<file path="src/rtl/ika87ad_irq_sched_pkg.sv">
// Shared types and constants for the IKA87AD interrupt scheduler.
// Source indices double as the unique interrupt codes reported to the core.
package ika87ad_pkg;

   localparam int IRQ_CODE_W = 5;
   localparam int IRQ_NSRC   = 11;

   typedef enum logic [1:0] {
      IDLE = 2'd0,
      PEND = 2'd1,
      ACK  = 2'd2,
      HOLD = 2'd3
   } irq_state_t;

   localparam int IRQ_NMI = 0;
   localparam int IRQ_T0  = 1;
   localparam int IRQ_T1  = 2;
   localparam int IRQ_1   = 3;
   localparam int IRQ_2   = 4;
   localparam int IRQ_E0  = 5;
   localparam int IRQ_E1  = 6;
   localparam int IRQ_EIN = 7;
   localparam int IRQ_AD  = 8;
   localparam int IRQ_SR  = 9;
   localparam int IRQ_ST  = 10;

   // E0/E1 share one vector; software tells them apart and clears them with SKIT.
   localparam logic [IRQ_NSRC-1:0] DEFAULT_MULTI_MASK = 11'b000_0110_0000;

endpackage

</file>
<file path="src/rtl/ika87ad_irq_sched_if.sv">
// Scheduler-side bundle: flag-register inputs, CPU handshake and ack strobes.
// The scheduler uses the master modport; the flag/CPU side uses slave.
interface ika87ad_irq_sched_if #(
   parameter int NSRC = 11
);
   import ika87ad_pkg::*;

   logic                  i_RSTTICK;
   logic [NSRC-1:0]       i_IFLAG;
   logic [NSRC-1:0]       i_MASK;
   logic                  i_EI;
   logic                  i_INT_ACK;
   logic                  o_INT_REQ;
   logic [IRQ_CODE_W-1:0] o_IRQ_CODE;
   logic [IRQ_CODE_W-1:0] o_ACK_CODE;
   logic                  o_AUTO_ACK;
   logic                  o_EI_CLR;
   logic                  o_BUSY;

   modport master (
      input  i_RSTTICK, i_IFLAG, i_MASK, i_EI, i_INT_ACK,
      output o_INT_REQ, o_IRQ_CODE, o_ACK_CODE, o_AUTO_ACK, o_EI_CLR, o_BUSY
   );

   modport slave (
      output i_RSTTICK, i_IFLAG, i_MASK, i_EI, i_INT_ACK,
      input  o_INT_REQ, o_IRQ_CODE, o_ACK_CODE, o_AUTO_ACK, o_EI_CLR, o_BUSY
   );

endinterface

</file>
<file path="src/rtl/ika87ad_irq_sched_prio_enc.sv">
// Fixed-priority encoder: reports whether any bit is set and the lowest set index.
// Bit 0 has the highest priority.
module ika87ad_prio_enc #(
   parameter int N     = 11,
   parameter int IDX_W = 5
) (
   input  logic [N-1:0]     vec_i,
   output logic             valid_o,
   output logic [IDX_W-1:0] idx_o
);

   // Scan from the top down so the lowest set bit is the last one written.
   always_comb begin
      valid_o = |vec_i;
      idx_o   = '0;
      for (int i = N - 1; i >= 0; i--) begin
         if (vec_i[i]) begin
            idx_o = IDX_W'(i);
         end
      end
   end

endmodule

</file>
<file path="src/rtl/ika87ad_irq_sched.sv">
// Interrupt scheduler: picks the highest-priority qualified flag, requests service,
// and on acceptance drives the ack code/strobe and the global-EI clear pulse.
module ika87ad_irq_sched
   import ika87ad_pkg::*;
#(
   parameter int              NSRC       = IRQ_NSRC,
   parameter logic [NSRC-1:0] MULTI_MASK = NSRC'(DEFAULT_MULTI_MASK)
) (
   input  logic                         i_EMUCLK,
   input  logic                         i_MRST,
   ika87ad_irq_sched_if.master          bus
);

   irq_state_t            state_q,   state_d;
   logic                  req_q,     req_d;
   logic [IRQ_CODE_W-1:0] irqCode_q, irqCode_d;
   logic [IRQ_CODE_W-1:0] ackCode_q, ackCode_d;
   logic                  autoAck_q, autoAck_d;
   logic                  eiClr_q,   eiClr_d;

   logic [NSRC-1:0]       qual;
   logic                  qualValid;
   logic [IRQ_CODE_W-1:0] winner;
   logic                  winnerShared;

   // NMI bypasses both its mask bit and the global enable.
   always_comb begin
      qual    = bus.i_IFLAG & ~bus.i_MASK & {NSRC{bus.i_EI}};
      qual[0] = bus.i_IFLAG[0];
   end

   ika87ad_prio_enc #(
      .N     (NSRC),
      .IDX_W (IRQ_CODE_W)
   ) u_prio_enc (
      .vec_i   (qual),
      .valid_o (qualValid),
      .idx_o   (winner)
   );

   always_comb begin
      winnerShared = 1'b0;
      for (int i = 0; i < NSRC; i++) begin
         if (winner == IRQ_CODE_W'(i)) begin
            winnerShared = MULTI_MASK[i];
         end
      end
   end

   always_comb begin
      state_d   = state_q;
      req_d     = req_q;
      irqCode_d = irqCode_q;
      ackCode_d = ackCode_q;
      autoAck_d = autoAck_q;
      eiClr_d   = 1'b0;

      case (state_q)
         IDLE: begin
            if (qualValid) begin
               req_d     = 1'b1;
               irqCode_d = winner;
               state_d   = PEND;
            end
         end
         PEND: begin
            if (!qualValid) begin
               req_d   = 1'b0;
               state_d = IDLE;
            end else if (bus.i_INT_ACK) begin
               req_d     = 1'b0;
               ackCode_d = winner;
               eiClr_d   = 1'b1;
               // Shared-vector sources are cleared by software, so no strobe.
               if (winnerShared) begin
                  state_d = HOLD;
               end else begin
                  autoAck_d = 1'b1;
                  state_d   = ACK;
               end
            end else begin
               irqCode_d = winner;
            end
         end
         ACK: begin
            if (bus.i_RSTTICK) begin
               autoAck_d = 1'b0;
               state_d   = HOLD;
            end
         end
         HOLD: begin
            state_d = IDLE;
         end
         default: begin
            state_d = IDLE;
         end
      endcase
   end

   always_ff @(posedge i_EMUCLK or posedge i_MRST) begin
      if (i_MRST) begin
         state_q   <= IDLE;
         req_q     <= 1'b0;
         irqCode_q <= '0;
         ackCode_q <= '0;
         autoAck_q <= 1'b0;
         eiClr_q   <= 1'b0;
      end else begin
         state_q   <= state_d;
         req_q     <= req_d;
         irqCode_q <= irqCode_d;
         ackCode_q <= ackCode_d;
         autoAck_q <= autoAck_d;
         eiClr_q   <= eiClr_d;
      end
   end

   assign bus.o_INT_REQ  = req_q;
   assign bus.o_IRQ_CODE = irqCode_q;
   assign bus.o_ACK_CODE = ackCode_q;
   assign bus.o_AUTO_ACK = autoAck_q;
   assign bus.o_EI_CLR   = eiClr_q;
   assign bus.o_BUSY     = (state_q != IDLE);

endmodule

</file>
<file path="src/flat_wrapper.sv">
// flat-port wrapper written by rule: the top's interface ports become plain ports
module ika87ad_irq_sched_flat import ika87ad_pkg::*;
#(
   parameter int              NSRC       = IRQ_NSRC,
   parameter logic [NSRC-1:0] MULTI_MASK = NSRC'(DEFAULT_MULTI_MASK)
)
  (i_EMUCLK, i_MRST, bus_i_RSTTICK, bus_i_IFLAG, bus_i_MASK, bus_i_EI, bus_i_INT_ACK, bus_o_INT_REQ, bus_o_IRQ_CODE, bus_o_ACK_CODE, bus_o_AUTO_ACK, bus_o_EI_CLR, bus_o_BUSY);
  ika87ad_irq_sched_if #(.NSRC(NSRC)) bus_i ();
  input  logic i_EMUCLK;
  input  logic i_MRST;
  input wire logic [$bits(bus_i.i_RSTTICK)-1:0] bus_i_RSTTICK;
  input wire logic [$bits(bus_i.i_IFLAG)-1:0] bus_i_IFLAG;
  input wire logic [$bits(bus_i.i_MASK)-1:0] bus_i_MASK;
  input wire logic [$bits(bus_i.i_EI)-1:0] bus_i_EI;
  input wire logic [$bits(bus_i.i_INT_ACK)-1:0] bus_i_INT_ACK;
  output wire logic [$bits(bus_i.o_INT_REQ)-1:0] bus_o_INT_REQ;
  output wire logic [$bits(bus_i.o_IRQ_CODE)-1:0] bus_o_IRQ_CODE;
  output wire logic [$bits(bus_i.o_ACK_CODE)-1:0] bus_o_ACK_CODE;
  output wire logic [$bits(bus_i.o_AUTO_ACK)-1:0] bus_o_AUTO_ACK;
  output wire logic [$bits(bus_i.o_EI_CLR)-1:0] bus_o_EI_CLR;
  output wire logic [$bits(bus_i.o_BUSY)-1:0] bus_o_BUSY;
  assign bus_i.i_RSTTICK = bus_i_RSTTICK;
  assign bus_i.i_IFLAG = bus_i_IFLAG;
  assign bus_i.i_MASK = bus_i_MASK;
  assign bus_i.i_EI = bus_i_EI;
  assign bus_i.i_INT_ACK = bus_i_INT_ACK;
  assign bus_o_INT_REQ = bus_i.o_INT_REQ;
  assign bus_o_IRQ_CODE = bus_i.o_IRQ_CODE;
  assign bus_o_ACK_CODE = bus_i.o_ACK_CODE;
  assign bus_o_AUTO_ACK = bus_i.o_AUTO_ACK;
  assign bus_o_EI_CLR = bus_i.o_EI_CLR;
  assign bus_o_BUSY = bus_i.o_BUSY;
  ika87ad_irq_sched #(.NSRC(NSRC), .MULTI_MASK(MULTI_MASK)) u_core (.i_EMUCLK(i_EMUCLK), .i_MRST(i_MRST), .bus(bus_i));
endmodule
</file>
<file path="config.mk">
export PLATFORM = sky130hd
export DESIGN_NAME = ika87ad_irq_sched_flat
export DESIGN_NICKNAME = d
export VERILOG_FILES = /design/src/rtl/ika87ad_irq_sched_pkg.sv /design/src/rtl/ika87ad_irq_sched_if.sv /design/src/rtl/ika87ad_irq_sched_prio_enc.sv /design/src/rtl/ika87ad_irq_sched.sv /design/src/flat_wrapper.sv
export SDC_FILE = /design/constraint.sdc
export NUM_CORES = 1
export LEC_CHECK = 0
export CAP_MARGIN = 10
export CORE_AREA = 2 2 41 43
export CTS_BUF_LIST = sky130_fd_sc_hd__clkbuf_8
export DETAILED_ROUTE_END_ITERATION = 16
export DIE_AREA = 0 0 43 45
export DONT_BUFFER_PORTS = 1
export PLACE_DENSITY = 0.71
export REMOVE_ABC_BUFFERS = 1
export SLEW_MARGIN = 20
export SYNTH_ARGS = -nofsm -noshare
export SYNTH_HDL_FRONTEND = slang
export SYNTH_SLANG_ARGS = --single-unit
export TNS_END_PERCENT = 100
</file>
<file path="constraint.sdc">
create_clock -name i_EMUCLK -period 1.7 [get_ports i_EMUCLK]
set_input_delay 0.17 -clock i_EMUCLK [delete_from_list [all_inputs] [get_ports i_EMUCLK]]
set_output_delay 0.17 -clock i_EMUCLK [all_outputs]
set_load 0.05 [all_outputs]
</file>
Word level (Yosys, flattened, before mapping):

Index checks and enable logic that the tools add are counted.

* shifts and indexed selects: 0
* bitwise logic cells: 3
* equality and inequality tests: 16
* $lt $le $gt $ge: 0
* reductions and logical operators: 10
* $mul: 0
* muxes and demuxes: 39
* add/subtract/negate cells: 0
* divide/modulo/power cells: 0

Operators with widths (count)
* 2-to-1 mux 5 bit: 13
* AND 11 bit: 2
* 2-to-1 mux 1 bit: 17
* equality test 5 x 3 -> 1 bit, second input constant: 3
* equality test 5 x 4 -> 1 bit, second input constant: 3
* NOT 11 bit: 1
* OR reduction 11 bit: 1
* one-hot mux 5 bit (2 select lines): 1
* AND reduction 3 bit: 3
* 2-to-1 mux 2 bit: 4
* != test 2 bit, second input constant: 4
* one-hot mux 2 bit (4 select lines): 1
* nonzero test 2 bit: 3
* AND reduction 5 bit: 1
* equality test 2 bit, second input constant: 2
* 2-to-1 mux 4 bit: 1
* != test 2 x 1 -> 1 bit, second input constant: 2
* one-hot mux 1 bit (2 select lines): 2
* AND reduction 4 bit: 1
* != test 3 bit, second input constant: 1
* equality test 2 x 1 -> 1 bit, second input constant: 1
* zero test 2 bit: 1

* memories kept: 0
* input port bits: 27
* output and inout port bits: 14
* bits in latches: 0
* bits in registers: 15
* bits in writable memories: 0
* word-level logic and storage cells: 74
* memory bits (read-only): 0

Depth between registers and ports, before layout:

* word-level depth: 25
* gate-level depth with buffers: 6
* gate-level depth less buffers: 5

Cells and area by module:

A second synthesis with hierarchy kept.

* cells, all modules: 77
* area total of the unflattened synthesis: 833.3 µm²

By module, submodules not included
* ika87ad_irq_sched: sequential area each 375.4 µm², area each 709.4 µm², times used 1, cells each 56
* ika87ad_prio_enc: sequential area each 0.0 µm², area each 123.9 µm², times used 1, cells each 21

Worst setup path after synthesis:

Ideal clock, no wire load.

* path type: input to register
* from: input port bus_i_IFLAG[7]
* to: register u_core.ackCode_q[0] (netlist: u_core.bus.o_ACK_CODE[0])
* required time: 1.575 ns
* library setup time: 0.125 ns
* path buffers: 1
* setup slack: 0.158 ns
* stages on the path: 6
* data arrival time: 1.417 ns
* cells stage by stage: nor2b_4 o41ai_4 nand4_2 and2_4 buf_6 mux2_4

* word-level cells in the longest chain between the ends: 10
* elaborated cells between the ends (all ways): 12
* those cells by class: mux (8); bitwise (2); reduce/logical (2)

RTL lines
* from (decl): RTL line flat_wrapper.sv:12 `input wire logic [$bits(bus_i.i_IFLAG)-1:0] bus_i_IFLAG;`
* AND 11 bit * (2 in a row): RTL line ika87ad_irq_sched.sv:28 `qual = bus.i_IFLAG & ~bus.i_MASK & {NSRC{bus.i_EI}};`
* 2-to-1 mux 5 bit (8 in a row): RTL line ika87ad_irq_sched_prio_enc.sv:17 `if (vec_i[i]) begin`
* to (signal assigned): RTL line ika87ad_irq_sched.sv:112 `ackCode_q <= ackCode_d;`
* to (decl): RTL line ika87ad_irq_sched.sv:17 `logic [IRQ_CODE_W-1:0] ackCode_q, ackCode_d;`

Mark *: on every way between the ends. The rest lies on a longest branch, timed or not.
A chain may end at the register's enable or synchronous reset.

Worst setup path after layout:

* from: input port bus_i_IFLAG[8]
* to: register u_core.autoAck_q (netlist: u_core.bus.o_AUTO_ACK)

* word-level cells in the longest chain between the ends: 20
* elaborated cells between the ends (all ways): 27
* those cells by class: eq/ne (8); mux (15); bitwise (2); reduce/logical (2)

RTL lines
* AND 11 bit * (2 in a row): RTL line ika87ad_irq_sched.sv:28
* 2-to-1 mux 5 bit (9 in a row): RTL line ika87ad_irq_sched_prio_enc.sv:17
* equality test 5 x 3 -> 1 bit: RTL line ika87ad_irq_sched.sv:44 `if (winner == IRQ_CODE_W'(i)) begin`
* 2-to-1 mux 1 bit (6 in a row): RTL line ika87ad_irq_sched.sv:44
* != test 2 bit (no line)
* AND reduction 5 bit (no line) *
* to (signal assigned): RTL line ika87ad_irq_sched.sv:113 `autoAck_q <= autoAck_d;`
* to (decl): RTL line ika87ad_irq_sched.sv:18 `logic autoAck_q, autoAck_d;`

Marked as above.

==> results.cfg <==
[outcome]
outcome = completed

[grt]
grt_pass1_vias = 582
grt_pass1_wl_mm = 2.54
grt_max_degree = 14
overflow = 0
grtUsageTotal_pct = 18.5
antenna_found_initial = 0

[synthesis]
synth_top_cell_area_share_pct = 39.6
synth_area_leaders = dfrtp_1 (40%), mux2_1 (6.8%), nor2b_1 (6.8%)
synth_cell_type_count = 35
ys_seq_area_share_pct = 39.6
synth_top_cell_by_area = dfrtp_1
syn_inst = 80
synthArstFlopShare_pct = 100
avgSynthCellArea_um2 = 10.3
synth-seq-cells = 13
yosys_warnings = 0
synth_edf_count = 0
syn_area_um2 = 822
ys.flop_type = dfrtp_1

[cells_and_area]
area_growth_pct = 8.68
drive_gt1_share_pct = 17.6
n_fill_cell = 131
final_util_pct = 60.7
final_nets = 113
layout.cells.non_filler = 101
diodes = 0

[detailed_routing]
wl_mm = 1.53
drtIter0Drc = 10
antenna_left = 0
drc_errors = 0
maxUsedRoutingLayer = met4
viasPerCell = 5.93
wl_met1_um = 629
post_drt_wl_per_cell_um = 15.2
dr.pass1.iters = 4
wl_met2_um = 745
via_count = 599
wl_met3_um = 127

[timing]
rsz0062_at_grt = no
hold_viol_final = 0
setup_slack_ns = 0.305
report.final.slew_viol_count = 0
min_period_over_period_pct = 82.1
totalNegativeSetupSlack_ns = 0
finalClockSkew_ns = 0.00186
setup_viol = 0
fmax_mhz = 717
period_needed_ns = 1.40

[clock_network]
insertion_delay_ns = 0.24
clockBufferDepth = 2
cts-root-buf = clkbuf_8
cts_setup_buffers = 0
cts_max_level = 1
cts_sinks = 13
cts_tree = built
cts_buffers = 3
path_clk_slew_ns = 0.05

[power_and_ir_drop]
ir_worst_vdd_mv = 1.12
power_density_nw_per_um2 = 1690
p_leak_nw = 0.410

[run]
drv_cap = 0

[worst_setup_path]
slowest_stage = mux2_1
path_class = in2reg
crit_chain = nor2b_1 > nor3b_1 > o41ai_1 > buf_4 > mux2_1 > a22o_1
startpoint_type = primary input
worstPathArrival_ns = 1.53
critPathCaptureType = flop
critical_path_required_ns = 1.83
cp_slowest_stage_delay_ns = 0.34
path_max_fanout = 3
startpoint = bus_i_IFLAG[8]

[floorplanning]
core_area_um2 = 1470
ios = 41
start_util_pct = 55.9
rows = 14
dieArea_um2 = 1940
die_h_um = 45
die_w_um = 43

[place]
placed_cells = 96
pre_cts_ws_ns = 0.0771
gp_congestion = 0.745
dp_hpwl_mm = 1.19
portBuffers = 0

[hold_path]
worstHoldStart = bus_i_RSTTICK
hp-class = in2reg
## area by class of cell
cell class                      count  area, µm²  share of cell area [%]
Timing Repair Buffer                4       32.5                    3.64
Inverter                            4       15.0                    1.68
Clock inverter                      1       3.75                   0.420
Sequential cell                    13        325                    36.4
Tap cell                           16       20.0                    2.24
Clock buffer                        3       41.3                    4.62
Multi-Input combinational cell     60        455                    51.0
## final timing paths
check | end | slack [ns] | cells after the start
hold / removal | u_core.state_q[0]$_DFFE_PP0P_ | 0.14 | 2
max in group asynchronous | u_core.bus.o_ACK_CODE[1]$_DFFE_PP0P_ | 0.97 | 2
setup reg to reg | u_core.bus.o_IRQ_CODE[1]$_DFFE_PP0P_ | 0.34 | 3
setup / recovery | u_core.bus.o_AUTO_ACK$_DFFE_PP0P_ | 0.30 | 6
hold reg to reg | u_core.state_q[0]$_DFFE_PP0P_ | 0.63 | 1
min in group asynchronous | u_core.bus.o_ACK_CODE[2]$_DFFE_PP0P_ | 0.40 | 2
## Yosys cell counts (all sizes together), types with 3 or more instances
cell   instances
dfrtp         13
nor2b         11
mux2           8
nor2           5
o21ai          5
inv            4
nand2          4
a21oi          3
buf            3
## cell families (layout without fill, tap and decap cells)
logic type             count (synthesis)  in the layout  synth area share [%]
multiplexers                           8              8                  12.3
AND/OR/NAND/NOR                       33             33                  25.7
flip-flops                            13             13                  39.6
buffers and inverters                  8             12                  5.48
AO/OA/AOI/OAI                         17             17                  16.4
other                                  1              2                 0.456
## worst max-delay path: cells and delay by family
kind | cells | cell delay, ns
simple gates | 2 | 0.31
compound gates | 2 | 0.53
mux | 1 | 0.34
buf+inv | 1 | 0.18
## metal layers
layer  global-route usage, %  vias to the layer above
li1                        -                      288
met1                    21.6                      281
met2                    29.4                       26
met3                    4.40                        4
met4                    14.5                        0
met5                       0                        -
## where the power goes
part	leakage, nW	switching [mW]	total (mW)	internal, mW
combinational	0.218	0.208	0.381	0.173
sequential	0.166	0.434	0.855	0.421
clock	0.0269	0.110	0.270	0.160
total	0.410	0.752	1.51	0.754
## what timing repair did
item                      in CTS  in global routing
hold buffers                   1                  0
resized for setup              0                  0
hold endpoints to repair      13                  0
## sequential cells by signal (all words and copies together) (netlist names), named ones only
signal	count
u_core.bus.o_ACK_CODE	4
u_core.bus.o_AUTO_ACK	1
u_core.bus.o_EI_CLR	1
u_core.bus.o_INT_REQ	1
u_core.bus.o_IRQ_CODE	4
u_core.state_q	1
## metrics by stage
step	instance area (µm²)	power [mW]	hold slack [ns]
final	893	1.51	0.136
after global routing	893	1.59	0.149
after detailed placement	838	1.24	0.108
after global placement	838	1.23	0.100
after floorplan	796	1.17	0.0470
after CTS	893	1.52	0.133
## cells in the final DEF (no fill, tap or decap)
cell,count
mux2_4,3
nand4_2,1
o21ai_1,2
a21boi_1,1
nand2_1,4
clkbuf_8,3
and2b_1,1
mux2_1,5
and2_1,1
a22o_1,1
nor3b_1,1
dfrtp_1,13
inv_1,5
o21ai_0,3
a21oi_1,3
nor4b_1,1
buf_4,3
o31ai_2,1
o211ai_1,1
nor2_1,5
conb_1,2
dlygate4sd3_1,1
nand3_1,2
nand3b_1,2
nand2b_1,1
o41ai_4,1
nor3_1,1
o41ai_1,1
nor2b_1,9
nor2b_4,2
a211oi_1,1
a21o_1,1
and2_4,1
nand4_1,1
o21a_1,1
(Power assumes the default switching activity.)
